`src/rtl/mux_sel_ctrl_pkg.sv`:
```
// Shared types and constants for the project-mux select sequencer.
package mux_pkg;

  localparam int ADDR_W = 5;
  localparam int OW_W   = 24;

  localparam logic [ADDR_W-1:0] IDLE_ADDR = 5'd31;

  typedef enum logic [1:0] {
    IDLE   = 2'd0,
    GAP    = 2'd1,
    SETTLE = 2'd2,
    ACTIVE = 2'd3
  } state_t;

  // An address is legal if it names a populated slot or is the parking address.
  function automatic logic is_legal_addr(input logic [ADDR_W-1:0] addr,
                                         input int num_proj);
    return (addr == IDLE_ADDR) || (int'(addr) < num_proj);
  endfunction

endpackage

```
`src/rtl/mux_sel_ctrl_phase_timer.sv`:
```
// Loadable 8-bit down-counter that times both the break gap and the settle phase.
module mux_phase_timer (
  input  logic       clk,
  input  logic       rst,
  input  logic       load,
  input  logic [7:0] load_val,
  output logic [7:0] value,
  output logic       zero
);

  logic [7:0] count;

  // Load has priority; otherwise count down and hold at zero.
  always_ff @(posedge clk or posedge rst) begin
    if (rst) begin
      count <= 8'd0;
    end else if (load) begin
      count <= load_val;
    end else if (count != 8'd0) begin
      count <= count - 8'd1;
    end
  end

  assign value = count;
  assign zero  = (count == 8'd0);

endmodule

```
`src/rtl/mux_sel_ctrl.sv`:
```
// Break-before-make sequencer owning the project mux address.
// Parks on IDLE_ADDR for a gap, applies the new address, waits for it to
// settle, then reports the project live and snapshots its output word.
module mux_sel_ctrl
  import mux_pkg::*;
#(
  parameter int NUM_PROJ      = 4,
  parameter int GAP_CYCLES    = 2,
  parameter int SETTLE_CYCLES = 4
) (
  input  logic              clk,
  input  logic              rst,
  input  logic              req_valid,
  input  logic [ADDR_W-1:0] req_addr,
  output logic              req_ready,
  output logic              done,
  output logic              err,
  output logic [ADDR_W-1:0] mux_addr,
  output logic              active,
  output logic [ADDR_W-1:0] cur_addr,
  input  logic [OW_W-1:0]   ow_in,
  output logic [OW_W-1:0]   ow_q
);

  localparam logic [7:0] GAP_LOAD    = 8'(GAP_CYCLES - 1);
  localparam logic [7:0] SETTLE_LOAD = 8'(SETTLE_CYCLES - 1);

  state_t            state, state_next;
  logic [ADDR_W-1:0] target, target_next;
  logic [ADDR_W-1:0] mux_addr_next, cur_addr_next;
  logic              active_next, done_next, err_next;
  logic [OW_W-1:0]   ow_q_next;
  logic              accept;
  logic              timer_load;
  logic [7:0]        timer_load_val;
  logic              timer_zero;
  // The raw count is only interesting when debugging, so it is left dangling.
  logic [7:0]        timer_value_unused;

  mux_phase_timer u_timer (
    .clk      (clk),
    .rst      (rst),
    .load     (timer_load),
    .load_val (timer_load_val),
    .value    (timer_value_unused),
    .zero     (timer_zero)
  );

  // State and all output registers; reset parks the mux and clears everything.
  always_ff @(posedge clk or posedge rst) begin
    if (rst) begin
      state    <= IDLE;
      target   <= IDLE_ADDR;
      mux_addr <= IDLE_ADDR;
      cur_addr <= IDLE_ADDR;
      active   <= 1'b0;
      done     <= 1'b0;
      err      <= 1'b0;
      ow_q     <= '0;
    end else begin
      state    <= state_next;
      target   <= target_next;
      mux_addr <= mux_addr_next;
      cur_addr <= cur_addr_next;
      active   <= active_next;
      done     <= done_next;
      err      <= err_next;
      ow_q     <= ow_q_next;
    end
  end

  // Next-state and next-output decisions; every register holds unless changed.
  always_comb begin
    state_next     = state;
    target_next    = target;
    mux_addr_next  = mux_addr;
    cur_addr_next  = cur_addr;
    active_next    = active;
    done_next      = 1'b0;
    err_next       = 1'b0;
    ow_q_next      = ow_q;
    timer_load     = 1'b0;
    timer_load_val = GAP_LOAD;
    req_ready      = (state == IDLE) || (state == ACTIVE);
    accept         = req_valid && req_ready;

    case (state)
      IDLE: begin
        if (accept) begin
          if (!is_legal_addr(req_addr, NUM_PROJ)) begin
            err_next = 1'b1;
          end else if (req_addr == IDLE_ADDR) begin
            done_next = 1'b1;
          end else begin
            target_next    = req_addr;
            state_next     = GAP;
            timer_load     = 1'b1;
            timer_load_val = GAP_LOAD;
            mux_addr_next  = IDLE_ADDR;
          end
        end
      end

      ACTIVE: begin
        ow_q_next = ow_in;
        if (accept) begin
          if (!is_legal_addr(req_addr, NUM_PROJ)) begin
            err_next = 1'b1;
          end else if (req_addr == cur_addr) begin
            done_next = 1'b1;
          end else begin
            target_next    = req_addr;
            state_next     = GAP;
            timer_load     = 1'b1;
            timer_load_val = GAP_LOAD;
            mux_addr_next  = IDLE_ADDR;
            active_next    = 1'b0;
          end
        end
      end

      GAP: begin
        if (timer_zero) begin
          if (target == IDLE_ADDR) begin
            state_next    = IDLE;
            done_next     = 1'b1;
            cur_addr_next = IDLE_ADDR;
            active_next   = 1'b0;
            ow_q_next     = '0;
          end else begin
            state_next     = SETTLE;
            timer_load     = 1'b1;
            timer_load_val = SETTLE_LOAD;
            mux_addr_next  = target;
          end
        end
      end

      SETTLE: begin
        if (timer_zero) begin
          state_next    = ACTIVE;
          active_next   = 1'b1;
          done_next     = 1'b1;
          cur_addr_next = target;
          ow_q_next     = ow_in;
        end
      end

      default: begin
        state_next = IDLE;
      end
    endcase
  end

endmodule

```
`config.mk`:
```
export PLATFORM = sky130hd
export DESIGN_NAME = mux_sel_ctrl
export DESIGN_NICKNAME = d
export VERILOG_FILES = /design/src/rtl/mux_sel_ctrl_pkg.sv /design/src/rtl/mux_sel_ctrl_phase_timer.sv /design/src/rtl/mux_sel_ctrl.sv
export SDC_FILE = /design/constraint.sdc
export NUM_CORES = 1
export LEC_CHECK = 0
export CAP_MARGIN = 10
export CORE_ASPECT_RATIO = 1.4
export CORE_MARGIN = 5
export CORE_UTILIZATION = 35
export CTS_BUF_LIST = sky130_fd_sc_hd__clkbuf_2
export DETAILED_ROUTE_END_ITERATION = 10
export DONT_BUFFER_PORTS = 1
export SYNTH_ARGS = -nofsm -noshare
export SYNTH_HDL_FRONTEND = slang
export SYNTH_SLANG_ARGS = --single-unit
```
`constraint.sdc`:
```
create_clock -name clk -period 3.05 [get_ports clk]
set_input_delay 0.4575 -clock clk [delete_from_list [all_inputs] [get_ports clk]]
set_output_delay 0.4575 -clock clk [all_outputs]
set_load 0.1 [all_outputs]
```
==> results.yml <==
global_route:
  track_usage_pct: 13.0
  grt_pass1_vias: 1836
  grt_overflow: 0
  grt_pass1_wl_um: 9890
  antenna_found_initial: 0
  grt_max_degree: 53
power:
  p_leak_nw: 1.27
  power.switching_mw: 0.257
  clkPwrFrac_pct: 29.3
  peakVddDrop_v: 0.000309
  finalPower_mw: 1.02
  seq_power_share_pct: 68.1
  p_int_mw: 0.766
  power-per-cell-area_nw_per_um2: 351
  sw_frac_of_total_pct: 25.1
  comb_power_share_pct: 2.6
synthesis:
  synth_edf_count: 0
  synth_cell_types: 43
  ys_seq_area_share_pct: 49.0
  syn_area_um2: 2690
  synth_top_family_by_area: "simple AND/OR/NAND/NOR gates"
  synth_xor_area_share_pct: 2.28
  ys_seq_elements: 52
  yosys.area_share.simple_pct: 18.5
  synth_async_sr_flop_share_pct: 100
  syn_inst: 259
  synth_nets: 298
  yosysTopAreaCell: "dfrtp_1"
  yosys_warnings: 0
  synth_compound_area_share_pct: 12.1
  synth.area.top_cells: "dfrtp_1 (34%), dfstp_2 (15%), mux2_2 (7.1%), nand3b_1 (6.7%), o21ai_0 (4.6%)"
  syn_avg_cell_area_um2: 10.4
  synth_fa_ha_area_share_pct: 3.25
  synth-main-ff-cell: "dfrtp_1"
  synth_top_area_share_pct: 34.4
  synth_mux_area_share_pct: 7.85
place:
  dp_cells: 356
  gp_congestion: 0.807
  place_hpwl_um: 4200
  dp_slack_ps: 385
  numPortBuffers: 0
cells_and_area:
  fill_cells: 749
  fin_cells: 366
  layout_common_cells: "dfrtp_1 (37), inv_1 (31), o21ai_0 (25), nand3b_1 (24), mux2_2 (17)"
  area_growth_pct: 8.08
  layout-drive-gt1-share_pct: 22.6
  nNetsFinal: 304
  final_common_cell: "dfrtp_1"
  diodes: 0
  multi_input_area_um2: 1200
  seq_area_um2: 1320
clock_tree:
  cts-root-buf: "clkbuf_2"
  cts-buffers-inserted: 5
  cts_sinks: 52
  h-tree-depth: 2
  insertion_delay_ps: 480
  cts_tree: "yes"
  clk_pin_slew_ps: 300
  ctsLongestPathBuffers: 2
  cts_resized: 0
hold_path:
  min_path_type: "in -> reg"
  hold_end: "ow_q[18]"
  whs_path_depth: 2
  hp-start: "ow_in[18]"
outcome:
  outcome: "completed"
sta:
  setup_slack_ps: 374
  period_needed_ps: 2680
  hold_violations: 0
  clock.fmax_mhz: 374
  setup_tns_ps: 0
  tightest_slew_ps: 1010
  slew_violations: 0
  setup_violations: 0
  finalCritPeriodShare_pct: 87.7
  finClkSkew_ps: 40.7
  max_slew_margin_pct: 32.2
  grt_setup_unrepaired: "no"
critical_path:
  crit_buf_inv: 1
  endpoint_kind: "register"
  r2r_cells: 6
  r2r_slack_ps: 370
  cp_cell_sequence: "inv_1, ha_1, or4b_2, a2bb2oi_1, o31ai_2, a21oi_1"
  reg2reg_from: "state[0]"
  critPathKind: "reg -> reg"
  worstPathMaxFanout: 7
  path_delay_family: "compound AO/OA/AOI/OAI gates"
  slowest_stage: "or4b_2"
  r2r-end: "u_timer.value[4]"
  worstPathRequired_ps: 3410
  crit_path_start_kind: "register"
  max_stage_delay_ps: 690
  arrival_ps: 3030
floorplanning:
  rows: 38
  ios: 70
  initial_core_util_pct: 35.2
  die_area_um2: 9580
  die_y_um: 114
  core_um2: 7650
  chipWidth_um: 84.1
job:
  drv_cap: 0
routing:
  antenna_left: 0
  avgViaCountPerCell: 4.91
  dr.pass1.iters: 4
  wire_per_inst_um: 16.3
  drc: 0
  wirelength_um: 5970
  vias: 1797
  dr.first_iter.drc_count: 94
==> area by class of cell <==
class	count	share of cell area, %
Inverter	33	4.25
Timing Repair Buffer	11	3.35
Tap cell	100	4.30
Multi-Input combinational cell	162	41.1
Clock inverter	3	0.774
Sequential cell	52	45.3
Clock buffer	5	0.859
==> stage by stage <==
step	instance area (um2)	hold slack, ps	util, %
after CTS	2880	60.5	37.6
after global routing	2910	42.2	38.0
after floorplan	2690	534	-
final	2910	88.2	38.0
after detailed placement	2830	560	37.0
after global placement	2830	547	37.0
==> layer usage <==
metal	vias up	share of wire, %	track usage [%]	routed length, um
met4	0	1.7	4.83	104
met1	873	39	14.7	2320
met3	5	5.2	4.41	311
met2	27	54	22.6	3240
met5	-	0	0	0
li1	892	-	-	-
==> what timing repair did <==
item | CTS | global route
buffers inserted | 0 | 0
hold buffers | 0 | 1
hold endpoints to repair | 0 | 10
==> cell families (layout without fill, tap and decap cells) <==
group | Yosys count | after routing
XOR/XNOR | 7 | 7
buffers and inverters | 45 | 52
AO/OA/AOI/OAI | 53 | 53
multiplexers | 19 | 19
flip-flops | 52 | 52
AND/OR/NAND/NOR | 76 | 76
adder cells (fa/ha/maj) | 7 | 7
==> power by group through the flow <==
stage	Clock, mW	Sequential [mW]	Combinational [mW]
5_1_grt	0.344	0.698	0.0308
4_1_cts	0.320	0.697	0.0240
3_3_place_gp	0	0.706	0.0232
2_1_floorplan	0	0.706	0.0197
6_report	0.299	0.697	0.0264
3_5_place_dp	0	0.706	0.0239
==> worst reg2reg max path: stages (launching register included) <==
cell and delay [ps]:
dfrtp_1 470, inv_1 100, ha_1 380, or4b_2 690
a2bb2oi_1 200, o31ai_2 570, a21oi_1 150
==> worst max path at each step <==
stage | endpoint | cells past startpoint | from | slack (ps)
global route | active | 6 | state[1] | 60
floorplan | active | 7 | state[0] | 750
finish | u_timer.value[4] | 6 | state[0] | 370
global placement | u_timer.value[5] | 6 | state[0] | 420
detailed placement | active | 7 | u_timer.value[0] | 380
CTS | u_timer.value[3] | 6 | state[0] | 360
==> cell usage after synthesis, drive strengths merged (2+ instances only) <==
cell type   n
a21o        3
a21oi      14
a311oi      2
a31oi       2
and3b       2
and4        2
buf         5
clkbuf      7
dfrtp      37
dfstp      15
ha          7
inv        32
mux2       17
mux2i       2
nand2       7
nand2b     10
nand3b     24
nand4       2
nor2       10
nor3        8
nor3b       2
nor4        2
o21ai      26
or3         2
xnor2       7
==> sequential cells by signal, summed over array words and instances, names as in the netlist <==
signal	cells
active	1
mux_addr	5
err	1
state	2
cur_addr	5
u_timer.value	8
target	5
ow_q	24
done	1
(Power assumes the default switching activity.)
